==> src/rtl/guess_input_capture_if.sv <==
// guess_input_capture_if: raw key/switch inputs and debounced press outputs.
interface guess_input_capture_if #(
  parameter int CODE_W = 5
);
  logic              key_n;
  logic [CODE_W-1:0] sw_code;
  logic              strobe;
  logic [CODE_W-1:0] code;
  logic              zero_press;
  logic              pressed;
  modport master (output key_n, sw_code, input strobe, code, zero_press, pressed);
  modport slave (input key_n, sw_code, output strobe, code, zero_press, pressed);
endinterface

==> src/rtl/guess_input_capture.sv <==
// guess_input_capture: synchronise and debounce the letter key, emit one strobe per clean press.
module guess_input_capture #(
  parameter int DEBOUNCE_CYCLES = 500000,
  parameter int CODE_W          = 5
) (
  input logic                  clk,
  input logic                  rst,
  guess_input_capture_if.slave io
);
  localparam int CW = $clog2(DEBOUNCE_CYCLES);
  localparam logic [CW-1:0] LAST = CW'(DEBOUNCE_CYCLES - 1);
  typedef enum logic [1:0] {IDLE, PRESS_WAIT, PRESSED, RELEASE_WAIT} state_t;
  state_t state_q, state_d;
  logic [CW-1:0] cnt_q, cnt_d;
  logic key_s1_q, key_s_q;
  logic [CODE_W-1:0] sw_s1_q, sw_s_q;
  logic [CODE_W-1:0] code_q, code_d;
  logic strobe_q, strobe_d, zero_q, zero_d, pressed_q, pressed_d;
  always_ff @(posedge clk or negedge rst) begin
    if (!rst) begin
      key_s1_q  <= 1'b1;
      key_s_q   <= 1'b1;
      sw_s1_q   <= '0;
      sw_s_q    <= '0;
      state_q   <= IDLE;
      cnt_q     <= '0;
      code_q    <= '0;
      strobe_q  <= 1'b0;
      zero_q    <= 1'b0;
      pressed_q <= 1'b0;
    end else begin
      key_s1_q  <= io.key_n;
      key_s_q   <= key_s1_q;
      sw_s1_q   <= io.sw_code;
      sw_s_q    <= sw_s1_q;
      state_q   <= state_d;
      cnt_q     <= cnt_d;
      code_q    <= code_d;
      strobe_q  <= strobe_d;
      zero_q    <= zero_d;
      pressed_q <= pressed_d;
    end
  end
  // Any key level that breaks the current run sends the FSM back before the count can finish.
  always_comb begin
    state_d = state_q;
    cnt_d   = cnt_q;
    case (state_q)
      IDLE:
        if (!key_s_q) begin
          state_d = PRESS_WAIT;
          cnt_d   = CW'(1);
        end
      PRESS_WAIT:
        if (key_s_q) begin
          state_d = IDLE;
          cnt_d   = '0;
        end else if (cnt_q == LAST) begin
          state_d = PRESSED;
          cnt_d   = '0;
        end else cnt_d = cnt_q + CW'(1);
      PRESSED:
        if (key_s_q) begin
          state_d = RELEASE_WAIT;
          cnt_d   = CW'(1);
        end
      RELEASE_WAIT:
        if (!key_s_q) begin
          state_d = PRESSED;
          cnt_d   = '0;
        end else if (cnt_q == LAST) begin
          state_d = IDLE;
          cnt_d   = '0;
        end else cnt_d = cnt_q + CW'(1);
    endcase
  end
  always_comb begin
    strobe_d  = (state_q == PRESS_WAIT) && (state_d == PRESSED) && (|sw_s_q);
    zero_d    = (state_q == PRESS_WAIT) && (state_d == PRESSED) && !(|sw_s_q);
    code_d    = (state_q == PRESS_WAIT) && (state_d == PRESSED) ? sw_s_q : code_q;
    pressed_d = (state_d == PRESSED) || (state_d == RELEASE_WAIT);
  end
  assign io.strobe     = strobe_q;
  assign io.zero_press = zero_q;
  assign io.code       = code_q;
  assign io.pressed    = pressed_q;
endmodule

==> src/flat_wrapper.sv <==
// flat-port wrapper written by rule: the top's interface ports become plain ports
module guess_input_capture_flat 
#(
  parameter int DEBOUNCE_CYCLES = 500000,
  parameter int CODE_W          = 5
)
  (clk, rst, io_key_n, io_sw_code, io_strobe, io_code, io_zero_press, io_pressed);
  guess_input_capture_if #(.CODE_W(CODE_W)) io_i ();
  input logic clk;
  input logic rst;
  input wire logic [$bits(io_i.key_n)-1:0] io_key_n;
  input wire logic [$bits(io_i.sw_code)-1:0] io_sw_code;
  output wire logic [$bits(io_i.strobe)-1:0] io_strobe;
  output wire logic [$bits(io_i.code)-1:0] io_code;
  output wire logic [$bits(io_i.zero_press)-1:0] io_zero_press;
  output wire logic [$bits(io_i.pressed)-1:0] io_pressed;
  assign io_i.key_n = io_key_n;
  assign io_i.sw_code = io_sw_code;
  assign io_strobe = io_i.strobe;
  assign io_code = io_i.code;
  assign io_zero_press = io_i.zero_press;
  assign io_pressed = io_i.pressed;
  guess_input_capture #(.DEBOUNCE_CYCLES(DEBOUNCE_CYCLES), .CODE_W(CODE_W)) u_core (.clk(clk), .rst(rst), .io(io_i));
endmodule
==> config.mk <==
export PLATFORM = sky130hd
export DESIGN_NAME = guess_input_capture_flat
export DESIGN_NICKNAME = d
export VERILOG_FILES = /design/src/rtl/guess_input_capture_if.sv /design/src/rtl/guess_input_capture.sv /design/src/flat_wrapper.sv
export SDC_FILE = /design/constraint.sdc
export NUM_CORES = 1
export LEC_CHECK = 0
export BUFFER_PORTS_ARGS = -buffer_cell sky130_fd_sc_hd__buf_2
export CAP_MARGIN = 20
export CELL_PAD_IN_SITES_DETAIL_PLACEMENT = 1
export CELL_PAD_IN_SITES_GLOBAL_PLACEMENT = 2
export CORE_MARGIN = 5
export CORE_UTILIZATION = 39
export DETAILED_ROUTE_END_ITERATION = 10
export PLACE_DENSITY = 0.9
export REMOVE_ABC_BUFFERS = 1
export SETUP_SLACK_MARGIN = 0.5
export SKIP_CTS_REPAIR_TIMING = 1
export SLEW_MARGIN = 20
export SYNTH_ARGS = -nofsm -noshare
export SYNTH_HDL_FRONTEND = slang
export SYNTH_SLANG_ARGS = --single-unit
==> constraint.sdc <==
create_clock -name clk -period 2.6 [get_ports clk]
set_input_delay 0.13 -clock clk [delete_from_list [all_inputs] [get_ports clk]]
set_output_delay 0.13 -clock clk [all_outputs]
set_load 0.05 [all_outputs]
==> flow_metrics.tcl <==
set metrics [dict create \
    status "complete, but fails checks" \
    violations "hold timing" \
    path_cells "ha_4 > nand4_4 > nor4_4 > and2_4 > and3_4 > mux2_4" \
    yosys_most_used_dff "dfrtp_1" \
    slew_headroom_pct 39.4 \
    drt_iter0_drc 90 \
    drc_errors 0 \
    async_flop_share_pct 100 \
    portBuffers 15 \
    grt_pass1_wl_um 7090 \
    fmax_ghz 0.496 \
    synth_seq_cells 41 \
    synth-simple-area-share_pct 20.2 \
    ys_top_cells_by_area "dfrtp_1 53%, a21oi_1 4.1%, mux2_4 4.1%" \
    worst_clock_skew_ns 0.00314 \
    tns_ns 0 \
    coreArea_um2 4660 \
    antenna_cells 0 \
    avgSynthCellArea_um2 11.4 \
    fin_crit_sh_pct 77.6 \
    synth_cell_types 38 \
    muxShareOfSynthArea_pct 7.86 \
    drive_above_1_share_pct 23.9 \
    ys_warn_count 0 \
    finalSetupViolations 0 \
    final_common_cell "dfrtp_1" \
    synthAdderAreaFrac_pct 0.678 \
    cts_htree_levels 2 \
    clockRootBuffer "clkbuf_8" \
    place.gp.congestion 0.885 \
    numCtsBuffers 5 \
    synthCells 162 \
    rsz0062_at_grt "no" \
    syn_area_um2 1850 \
    hold_viol_final 39 \
    areaGrowthSynthToFinish_pct 17.3 \
    first_pass_iters 4 \
    critPathRequiredTime_ns 2.78 \
    max_cap_viol_count 0 \
    grt_max_degree 42 \
    crit_type "flip-flop to flip-flop" \
    synth_top_family_by_area "simple AND/OR/NAND/NOR gates" \
    ctsLongestPathBuffers 2 \
    via_per_inst 5.61 \
    fp-row-count 25 \
    hold_path_class "primary input to async pin" \
    vias 1357 \
    worst_pin_slew_ns 0.909 \
    path_clk_slew_ns 0.07 \
    globalRouteTotalUtil_pct 14.7 \
    slowest_stage "dfrtp_2" \
    worstPathMaxFanout 6 \
    die-height_um 78.8 \
    slowest_delay_ns 0.44 \
    hold_slack_ns -0.0338 \
    routed_wl_um 4240 \
    period_minus_slack_ns 2.02 \
    setup_ws_ns 0.583 \
    r2r_start "u_core.cnt_q[0]$_DFFE_PN0P_" \
    leakagePower_nw 0.987 \
    path_delay_family "simple AND/OR/NAND/NOR gates" \
    critical_path_buf_inv_count 0 \
    die_w_um 78.8 \
    antenna_found_initial 0 \
    synth_edf_count 0 \
    startpoint_type "flip-flop" \
    synth_top_cell_area_share_pct 52.8 \
    setup.worst_path.start "u_core.cnt_q[0]$_DFFE_PN0P_" \
    cts_tree "built" \
    clock-sinks 41 \
    end_kind "flip-flop" \
    detail_route.wl_per_cell_um 17.5 \
    synth_xor_area_share_pct 1.83 \
    start_util_pct 39.6 \
    final_util_pct 46.5 \
    ys_seq_area_share_pct 55.7 \
    grt_overflow 0 \
    antenna_left 0 \
    maxSlewViolCount 0 \
    cp_data_arrival_time_ns 2.20 \
    die_area_um2 6210 \
    grt_pass1_vias 1379 \
    vdd_drop_max_uv 401 \
    fill_cells 503 \
    synth_largest_area_cell "dfrtp_1" \
    layout_common_cells "37 x dfrtp_1, 15 x a21oi_1, 15 x buf_2" \
    nets 197 \
    powerDensity_nw_per_um2 573 \
    synth_compound_area_share_pct 11.0 \
    num_io_pins 16 \
    dpl.hpwl_um 3060 \
    place_ws_ns 0.503 \
    clock_latency_ns 0.29 \
]
## per-stage QoR
step / cells / area (um2) / power (mW)
floorplan: 157 / 1810 / 0.710
global placement: 229 / 1980 / 0.738
detailed placement: 229 / 1980 / 0.747
CTS: 236 / 2080 / 1.24
global route: 242 / 2170 / 1.29
finish: 242 / 2170 / 1.24
## cell families after synthesis
group / count (synthesis)
AOI/OAI and AO/OA: 33
xor gates and xnor gates: 3
adders and majority gates: 1
buffers and inverters: 9
DFF: 41
muxes: 12
and+or+nand+nor: 63
## flip-flops by register name (all words and copies together) (netlist names)
register and flops:
u_core.cnt_q 19, u_core.sw_s1_q 5, u_core.sw_s_q 5, u_core.key_s_q 1, u_core.io.zero_press 1, u_core.io.pressed 1, u_core.state_q 2, u_core.io.strobe 1
u_core.io.code 5, u_core.key_s1_q 1
## cell type report
cell class / instances / area (um2) / area share (%)
sequential: 41 / 1030 / 47.6
multi-input combinational: 112 / 791 / 36.5
timing repair buffer: 24 / 158 / 7.28
clock buffer: 5 / 68.8 / 3.18
tap: 54 / 67.6 / 3.12
clock inverter: 2 / 35.0 / 1.62
inverter: 4 / 15.0 / 0.693
## synth_stat cells, types with 3 or more instances
library cell  number
mux2i_1            7
nor2_1            11
a22o_1             4
mux2_4             5
dfrtp_1           39
or3_1              3
inv_1              4
nand4_1            4
nor3_1             4
buf_2              3
a21oi_1           15
a21o_1             5
nand2_1           11
nand3_1           12
o21ai_0            6
## path summary, 6_finish.rpt
kind | to | slack [ns] | cells past startpoint
setup / recovery | u_core.io.code[3]$_DFFE_PN0P_ | 0.58 | 6
hold reg to reg | u_core.sw_s_q[0]$_DFF_PN0_ | 0.35 | 0
min in group clk | u_core.sw_s_q[0]$_DFF_PN0_ | 0.35 | 0
max in group asynchronous | u_core.cnt_q[0]$_DFFE_PN0P_ | 2.01 | 1
setup reg to reg | u_core.io.code[3]$_DFFE_PN0P_ | 0.58 | 6
hold / removal | u_core.cnt_q[18]$_DFFE_PN0P_ | -0.03 | 1
## power by group
group | internal [mW] | switching, mW | leakage (nW)
Sequential | 0.655 | 0.0182 | 0.535
Combinational | 0.0325 | 0.0438 | 0.399
Clock | 0.279 | 0.212 | 0.0540
## layer usage
layer | share of wire [%] | GRT usage, % | vias up
li1 | - | - | 636
met1 | 44 | 18.2 | 703
met2 | 52 | 25.2 | 13
met3 | 2.5 | 3.51 | 5
met4 | 1.2 | 4.98 | 0
met5 | 0 | 0 | -
Note: power is estimated with default switching activity, not from simulation.
